--- src/rtl/spiflash_host.sv ---
// SPI mode-0 initiator for single-byte flash transactions: 32-bit address,
// 8-bit command and one data byte per frame, driven from a valid/ready port.
module spiflash_host #(
  parameter int CLKDIV = 1,
  parameter int CSGAP  = 1
) (
  input  logic        PCLK,
  input  logic        PRESETn,
  input  logic        ReqValid,
  output logic        ReqReady,
  input  logic        ReqWrite,
  input  logic [31:0] ReqAdr,
  input  logic [7:0]  ReqWData,
  output logic        RespValid,
  output logic [7:0]  RespRData,
  output logic        SCLK,
  output logic        CS,
  output logic        MOSI,
  input  logic        MISO
);

  generate
    if (CLKDIV < 1 || CSGAP < 1) begin : g_bad_param
      $error("spiflash_host: CLKDIV and CSGAP must both be >= 1");
    end
  endgenerate

  localparam int DW = (CLKDIV > 1) ? $clog2(CLKDIV) : 1;
  localparam int GW = (CSGAP > 2) ? $clog2(CSGAP - 1) : 1;
  localparam logic [DW-1:0] DIV_LAST = DW'(CLKDIV - 1);
  localparam logic [GW-1:0] GAP_LAST = GW'((CSGAP > 1) ? CSGAP - 2 : 0);

  typedef enum logic [2:0] {
    S_IDLE, S_SETUP, S_SHIFT, S_HOLD, S_DONE, S_GAP
  } state_t;

  state_t        state_q, state_d;
  logic [DW-1:0] div_q, div_d;
  logic [GW-1:0] gap_q, gap_d;
  logic [5:0]    edge_q, edge_d;
  logic [48:0]   tx_q, tx_d;
  logic [7:0]    rx_q, rx_d;
  logic          wr_q, wr_d;
  logic          sclk_q, sclk_d;
  logic          cs_q, cs_d;
  logic          mosi_q, mosi_d;
  logic          ready_q, ready_d;
  logic          resp_valid_q, resp_valid_d;
  logic [7:0]    rdata_q, rdata_d;
  logic          div_done;

  assign div_done = (div_q == DIV_LAST);

  always_comb begin
    state_d      = state_q;
    div_d        = div_q;
    gap_d        = gap_q;
    edge_d       = edge_q;
    tx_d         = tx_q;
    rx_d         = rx_q;
    wr_d         = wr_q;
    sclk_d       = sclk_q;
    cs_d         = cs_q;
    mosi_d       = mosi_q;
    ready_d      = ready_q;
    resp_valid_d = 1'b0;
    rdata_d      = rdata_q;
    unique case (state_q)
      S_IDLE: begin
        ready_d = 1'b1;
        cs_d    = 1'b1;
        sclk_d  = 1'b0;
        mosi_d  = 1'b0;
        if (ReqValid && ready_q) begin
          state_d = S_SETUP;
          ready_d = 1'b0;
          cs_d    = 1'b0;
          wr_d    = ReqWrite;
          // tx[48] is always the bit currently on MOSI; trailing 0 is the commit edge
          tx_d    = {ReqAdr, (ReqWrite ? 8'h02 : 8'h01),
                     (ReqWrite ? ReqWData : 8'h00), 1'b0};
          mosi_d  = ReqAdr[31];
          div_d   = '0;
          edge_d  = '0;
        end
      end
      S_SETUP: begin
        if (div_done) begin
          div_d   = '0;
          state_d = S_SHIFT;
          sclk_d  = 1'b1;
          edge_d  = 6'd1;
        end else begin
          div_d = div_q + 1'b1;
        end
      end
      S_SHIFT: begin
        if (!div_done) begin
          div_d = div_q + 1'b1;
        end else begin
          div_d = '0;
          if (sclk_q) begin
            sclk_d = 1'b0;
            tx_d   = {tx_q[47:0], 1'b0};
            mosi_d = tx_q[47];
            if (edge_q >= 6'd41 && edge_q <= 6'd48) begin
              rx_d = {rx_q[6:0], MISO};
            end
          end else if (edge_q == 6'd49) begin
            // the low phase after the last falling edge belongs to SHIFT
            state_d = S_HOLD;
            mosi_d  = 1'b0;
          end else begin
            sclk_d = 1'b1;
            edge_d = edge_q + 6'd1;
          end
        end
      end
      S_HOLD: begin
        mosi_d = 1'b0;
        if (div_done) begin
          div_d        = '0;
          state_d      = S_DONE;
          cs_d         = 1'b1;
          resp_valid_d = 1'b1;
          rdata_d      = wr_q ? 8'h00 : rx_q;
        end else begin
          div_d = div_q + 1'b1;
        end
      end
      S_DONE: begin
        if (CSGAP == 1) begin
          state_d = S_IDLE;
          ready_d = 1'b1;
        end else begin
          state_d = S_GAP;
          gap_d   = '0;
        end
      end
      S_GAP: begin
        if (gap_q == GAP_LAST) begin
          state_d = S_IDLE;
          ready_d = 1'b1;
        end else begin
          gap_d = gap_q + 1'b1;
        end
      end
      default: state_d = S_IDLE;
    endcase
  end

  always_ff @(posedge PCLK or negedge PRESETn) begin
    if (!PRESETn) begin
      state_q      <= S_IDLE;
      div_q        <= '0;
      gap_q        <= '0;
      edge_q       <= '0;
      tx_q         <= '0;
      rx_q         <= '0;
      wr_q         <= 1'b0;
      sclk_q       <= 1'b0;
      cs_q         <= 1'b1;
      mosi_q       <= 1'b0;
      ready_q      <= 1'b0;
      resp_valid_q <= 1'b0;
      rdata_q      <= '0;
    end else begin
      state_q      <= state_d;
      div_q        <= div_d;
      gap_q        <= gap_d;
      edge_q       <= edge_d;
      tx_q         <= tx_d;
      rx_q         <= rx_d;
      wr_q         <= wr_d;
      sclk_q       <= sclk_d;
      cs_q         <= cs_d;
      mosi_q       <= mosi_d;
      ready_q      <= ready_d;
      resp_valid_q <= resp_valid_d;
      rdata_q      <= rdata_d;
    end
  end

  assign ReqReady  = ready_q;
  assign RespValid = resp_valid_q;
  assign RespRData = rdata_q;
  assign SCLK      = sclk_q;
  assign CS        = cs_q;
  assign MOSI      = mosi_q;

endmodule

--- config.mk ---
export PLATFORM = sky130hd
export DESIGN_NAME = spiflash_host
export DESIGN_NICKNAME = d
export VERILOG_FILES = /design/src/rtl/spiflash_host.sv
export SDC_FILE = /design/constraint.sdc
export NUM_CORES = 1
export LEC_CHECK = 0
export ABC_AREA = 0
export CAP_MARGIN = 20
export CORE_ASPECT_RATIO = 0.5
export CORE_MARGIN = 2
export CORE_UTILIZATION = 48
export DETAILED_ROUTE_END_ITERATION = 7
export PLACE_DENSITY = 0.75
export SLEW_MARGIN = 5
export SYNTH_ARGS = -nofsm -noshare
export SYNTH_HDL_FRONTEND = slang
export SYNTH_SLANG_ARGS = --single-unit
--- constraint.sdc ---
create_clock -name PCLK -period 1.7 [get_ports PCLK]
set_input_delay 0.34 -clock PCLK [delete_from_list [all_inputs] [get_ports PCLK]]
set_output_delay 0.34 -clock PCLK [all_outputs]
set_load 0.01 [all_outputs]
==> results of run 1 <==
[registers in the layout (all words and copies together), names as in the netlist]
name,flops
edge_q,6
RespRData,8
wr_q,1
CS,1
MOSI,1
tx_q,47
RespValid,1
SCLK,1
state_q,3
ReqReady,1
rx_q,8
[cell usage in the layout (no fill, tap or decap), drive strengths merged, types with 4 or more instances in the layout]
| cell | n |
|---|---|
| nand2 | 89 |
| dfrtp | 77 |
| clkdlybuf4s50 | 53 |
| nor2 | 45 |
| a31oi | 39 |
| buf | 29 |
| o21ai | 19 |
| nand3 | 16 |
| inv | 14 |
| mux2 | 10 |
| clkbuf | 9 |
| nand2b | 8 |
| a21oi | 8 |
| nor2b | 4 |
| o2bb2ai | 4 |
| ha | 4 |
[timing repair]
action	CTS	global route
setup endpoints to repair	11	12
setup buffers	1	1
endpoints found under the hold margin	13	0
gates resized for setup	4	13
pin swaps	2	4
hold buffers	1	0
[cells by family after synthesis]
logic type	count (synthesis)
AO/OA/AOI/OAI	80
adder cells (fa/ha/maj)	4
flip-flops	78
buffers and inverters	41
AND/OR/NAND/NOR	178
multiplexers	12
XOR/XNOR	1
[worst paths after layout]
kind,endpoint
worst max-delay path,rx_q[0]
worst min-delay path,edge_q[0]
worst max register to register,rx_q[0]
worst min register to register,RespRData[2]
max in group asynchronous,RespRData[4]
min in group PCLK,RespRData[2]
[power by group through the flow]
stage	clock (uW)	sequential (uW)	combinational [uW]
6_report	2170	3030	3710
5_1_grt	2300	3120	4160
4_1_cts	2220	3020	3630
3_5_place_dp	0	3040	3590
3_3_place_gp	0	3010	3490
2_1_floorplan	0	2930	2400
[metrics by stage]
| stage | setup TNS, ps | instances | hold slack (ps) |
|---|---|---|---|
| after floorplan | 0 | 394 | 44.41 |
| after global placement | -2430 | 546 | 213.0 |
| after detailed placement | -4120 | 546 | 216.2 |
| after CTS | 0 | 564 | 390.3 |
| after global routing | -13.56 | 565 | 418.0 |
| final | 0 | 565 | 401.3 |
[final cells by class]
cell class              count  area [um^2]  share of cell area, %
clock buffers               9        225.2                  4.573
repair buffers             86        867.1                  17.61
well taps                  96        120.1                  2.439
clock inverters             7        112.6                  2.287
inverters                  14        52.55                  1.067
multi-input cells         275         1590                  32.29
flip-flops and latches     78         1957                  39.74
[layer usage]
layer	up-vias	wire, um
li1	1484	-
met1	1394	3743
met2	62	3540
met3	15	308
met4	0	142
met5	-	0
==> impl_metrics.toml, run 1 <==
[outcome]
status = "completed"

[pwr]
pwr-share-comb_pct = 41.6
p_int_uw = 5713
power.total_uw = 8912
p_per_area_mw_per_mm2 = 1810
ir_drop_v = 0.0008724
swShare_pct = 35.90
pwr-share-seq_pct = 34.0
p_leak_uw = 0.002130
p_sw_uw = 3199
power_frac_clock_pct = 24.4

[synth]
avgSynthCellArea_um2 = 9.317
ys.flop_type = "dfrtp_1"
muxShareOfSynthArea_pct = 4.431
synth-seq-cells = 78
syn_inst = 394
synthXorXnorAreaFrac_pct = 0.2386
synth_adder_area_share_pct = 1.363
synth_edf_count = 0
ys_seq_area_share_pct = 53.20
ys_async_sr_fraction_pct = 100.0
synth.distinct_cells = 44
synth_top_cell_by_area = "dfrtp_1"
synth_top_family_by_area = "simple AND/OR/NAND/NOR gates"
synthesis.nets = 443
yosysTopAreaCellShare_pct = 52.49
post-synth-top-count-cell = "nand2_1"
synthSimpleGateAreaFrac_pct = 21.40
synth-warning-count = 0
syn-cell-area_mm2 = 0.003671
synth.top_cells.by_area = "dfrtp_1 52%, nand2_1 9.1%, a31oi_1 6.6%"
synth_compound_area_share_pct = 14.28
synth_common_cells = "89 x nand2_1, 77 x dfrtp_1, 45 x nor2_1"

[placement]
pre_cts_ws_ps = -139.0
hpwl_um = 5125
place_area_mm2 = 0.004509
io_buffers = 57
gp_congestion = 0.8088

[floorplan]
die_h_um = 65.84
core_area_mm2 = 0.007377
num_rows = 22
die-area_mm2 = 0.008406
pin_count = 58
die_x_um = 127.7
start_util_pct = 49.76

[critical_path]
crit_fanout = 8
worst-path-stages = 6
start_kind = "register"
cp_cell_sequence = "inv_2 -> ha_4 -> nor3b_4 -> o2bb2ai_2 -> and3_4 -> mux2_4"
r2r-start = "edge_q[0]"
r2r_cells = 6
cp.required_ps = 1920
rrSetupSlack_ps = 40
cp.buffers_inverters = 1
crit_slowest_cell = "dfrtp_1"
max_stage_delay_ps = 400
cpLargestDelayFamily = "simple AND/OR/NAND/NOR gates"
critPathKind = "reg -> reg"
crit_arrival_ps = 1880
crit_start = "edge_q[0]"
endpoint_kind = "register"

[drt]
drt-total-wl_um = 7734
drc = 0
routedWlPerCell_um = 13.69
ant_nets = 0
vias = 2955
via_per_inst = 5.230
drtPass1Iterations = 5
drtIter0Drc = 152

[global_route]
use_met1_pct = 26.29
top_usage_layer = "met2"
use_met3_pct = 6.149
grt_pass1_wl_um = 13140
antenna_found_initial = 0
gr-total-overflow = 0
grtUsageMet2_pct = 32.09
grt_max_degree = 65
grt_pass1_vias = 2821
grt_usage_pct = 20.21

[worst_hold_path]
hold_class = "in -> async"

[final_layout]
finalInstanceArea_mm2 = 0.004925
n_fill_cell = 564
n_antenna_cell = 0
drive_above_1_share_pct = 15.78
nets = 513
fin_util_pct = 66.76
synthToLayoutAreaGrowth_pct = 34.15

[timing]
setup_viol = 0
fmax_mhz = 601.7
finClkSkew_ps = 4.234
worst_slack_ps = 37.92
finalHoldViolCount = 0
tightest_slew_ps = 490.6
slew_violations = 0
slew_headroom_pct = 67.21
period_share_pct = 97.77
period_minus_slack_ps = 1662

[cts]
path_clk_slew_ps = 60
cts-buffers-inserted = 9
cts_sinks = 78
cts_buffer_depth = 2
cts_root_buffer = "clkbuf_16"
clk_latency_ps = 340
cts_tree = "yes"
ctsHtreeMaxLevel = 3

[job]
drv_cap = 0
Note: power is estimated with default switching activity, not from simulation.
==> inputs of run 2 (changes only) <==
--- a/config.mk
+++ b/config.mk
@@ -16,3 +16,4 @@
 export SYNTH_ARGS = -nofsm -noshare
 export SYNTH_HDL_FRONTEND = slang
 export SYNTH_SLANG_ARGS = --single-unit
+export TNS_END_PERCENT = 10
==> impl_metrics.toml, run 2 (synthesis results as in run 1) <==
[drt]
drtIter0Drc = 154
routedWlPerCell_um = 13.64
drc = 0
drtPass1Iterations = 5
drt-total-wl_um = 7695
vias = 2934
ant_nets = 0
via_per_inst = 5.202

[global_route]
gr-total-overflow = 0
grt_pass1_wl_um = 13000
grt_pass1_vias = 2783
grt_usage_pct = 19.97
antenna_found_initial = 0
grt_max_degree = 65

[timing]
slew_violations = 0
rsz0062_at_grt = "yes"
setup_viol = 0
worst_slack_ps = 53.67
fmax_mhz = 607.4
period_share_pct = 96.84
slew_headroom_pct = 67.08
period_minus_slack_ps = 1646
tightest_slew_ps = 492.6
finalHoldViolCount = 0
finClkSkew_ps = 4.613

[floorplan]
pin_count = 58
die_x_um = 127.7
core_area_mm2 = 0.007377
die_h_um = 65.84
num_rows = 22
start_util_pct = 49.76
die-area_mm2 = 0.008406

[cts]
cts_sinks = 78
clk_latency_ps = 340
cts_tree = "yes"
cts-buffers-inserted = 9
cts_root_buffer = "clkbuf_16"
cts_buffer_depth = 2
ctsHtreeMaxLevel = 3
path_clk_slew_ps = 60

[pwr]
p_leak_uw = 0.002124
p_per_area_mw_per_mm2 = 1805
ir_drop_v = 0.0008560

[placement]
io_buffers = 57
hpwl_um = 5125
pre_cts_ws_ps = -139.0
gp_congestion = 0.8088

[critical_path]
crit_slowest_cell = "dfrtp_1"
cp.required_ps = 1920
cpLargestDelayFamily = "simple AND/OR/NAND/NOR gates"
max_stage_delay_ps = 400
endpoint_kind = "register"
rrSetupSlack_ps = 50
r2r_end = "rx_q[0]"
critPathKind = "reg -> reg"
r2r-start = "edge_q[0]"
worst-path-stages = 6
r2r_cells = 6
cp.buffers_inverters = 1
start_kind = "register"
crit_fanout = 8
cp_cell_sequence = "inv_2 -> ha_4 -> nor3b_2 -> o2bb2ai_2 -> and3_4 -> mux2_4"
crit_arrival_ps = 1870

[final_layout]
nets = 512
n_antenna_cell = 0
final_cell_mix = "89 x nand2_1, 75 x dfrtp_1, 53 x clkdlybuf4s50_1"
fin_util_pct = 66.37
synthToLayoutAreaGrowth_pct = 33.37
largest_register_ffs = 47
layout_commonest_cell = "nand2_1"
drive_above_1_share_pct = 15.38
top_register = "tx_q"
n_fill_cell = 576

[worst_hold_path]
hold_class = "in -> async"

[job]
drv_cap = 0

[outcome]
status = "completed"
## run 2: cell types whose count changed in the layout (fill, tap and decap cells not counted), sizes merged
cell  change
buf       -1
## run 2: worst max path at each step
stage	startpoint	end	slack, ps
global route	edge_q[0]	rx_q[6]	1
CTS	edge_q[0]	rx_q[6]	10
finish	edge_q[0]	rx_q[0]	50
detailed placement	ReqValid	tx_q[18]	-140
global placement	ReqValid	tx_q[27]	-80
floorplan	edge_q[0]	rx_q[0]	20
## run 2: per-layer routing
metal / track usage, % / vias up / wire (um)
met5: 0 / - / 0
met4: 7.555 / 0 / 133
met3: 5.987 / 13 / 296
met2: 31.62 / 51 / 3478
met1: 26.29 / 1390 / 3787
li1: - / 1480 / -
## run 2: final cells by class
cell class,count,area [um^2],share of cell area (%)
flip-flops and latches,78,1956,39.94
multi-input cells,275,1574,32.15
repair buffers,85,855.8,17.48
clock buffers,9,225.2,4.600
well taps,96,120.1,2.453
clock inverters,7,112.6,2.300
inverters,14,52.55,1.073
## run 2: timing repair
action | in CTS | in global routing
pin swaps | 2 | 3
setup buffers | 0 | 1
gates resized for setup | 6 | 7
endpoints found under the hold margin | 13 | 0
setup endpoints to repair | 11 | 12
hold buffers | 1 | 0
## run 2: worst reg2reg max path, cell delays in order, from the launching register on
cell	delay [ps]
dfrtp_1	400
inv_2	70
ha_4	150
nor3b_2	150
o2bb2ai_2	150
and3_4	300
mux2_4	320
## run 2: report_power, final
part	internal, uW	switching, uW
combinational	1680	1960
sequential	2560	461
clock	1420	746
## run 2: through the flow
stage	cells	total power (uW)	hold slack [ps]	TNS [ps]	cell area (um^2)
2_1_floorplan	394	5327	44.41	0	3671
3_3_place_gp	546	6506	213.0	-2430	4509
3_5_place_dp	546	6630	216.2	-4120	4509
4_1_cts	563	8856	390.3	0	4860
5_1_grt	564	9510	418.0	0	4896
6_report	564	8840	399.2	0	4896
==> inputs of run 3 (changes only) <==
--- a/config.mk
+++ b/config.mk
@@ -11,6 +11,7 @@
 export CORE_MARGIN = 2
 export CORE_UTILIZATION = 48
 export DETAILED_ROUTE_END_ITERATION = 7
+export GPL_ROUTABILITY_DRIVEN = 0
 export PLACE_DENSITY = 0.75
 export SLEW_MARGIN = 5
 export SYNTH_ARGS = -nofsm -noshare
==> results of run 3 <==
The final DEF is identical to that of run 2; final timing and power are the same.
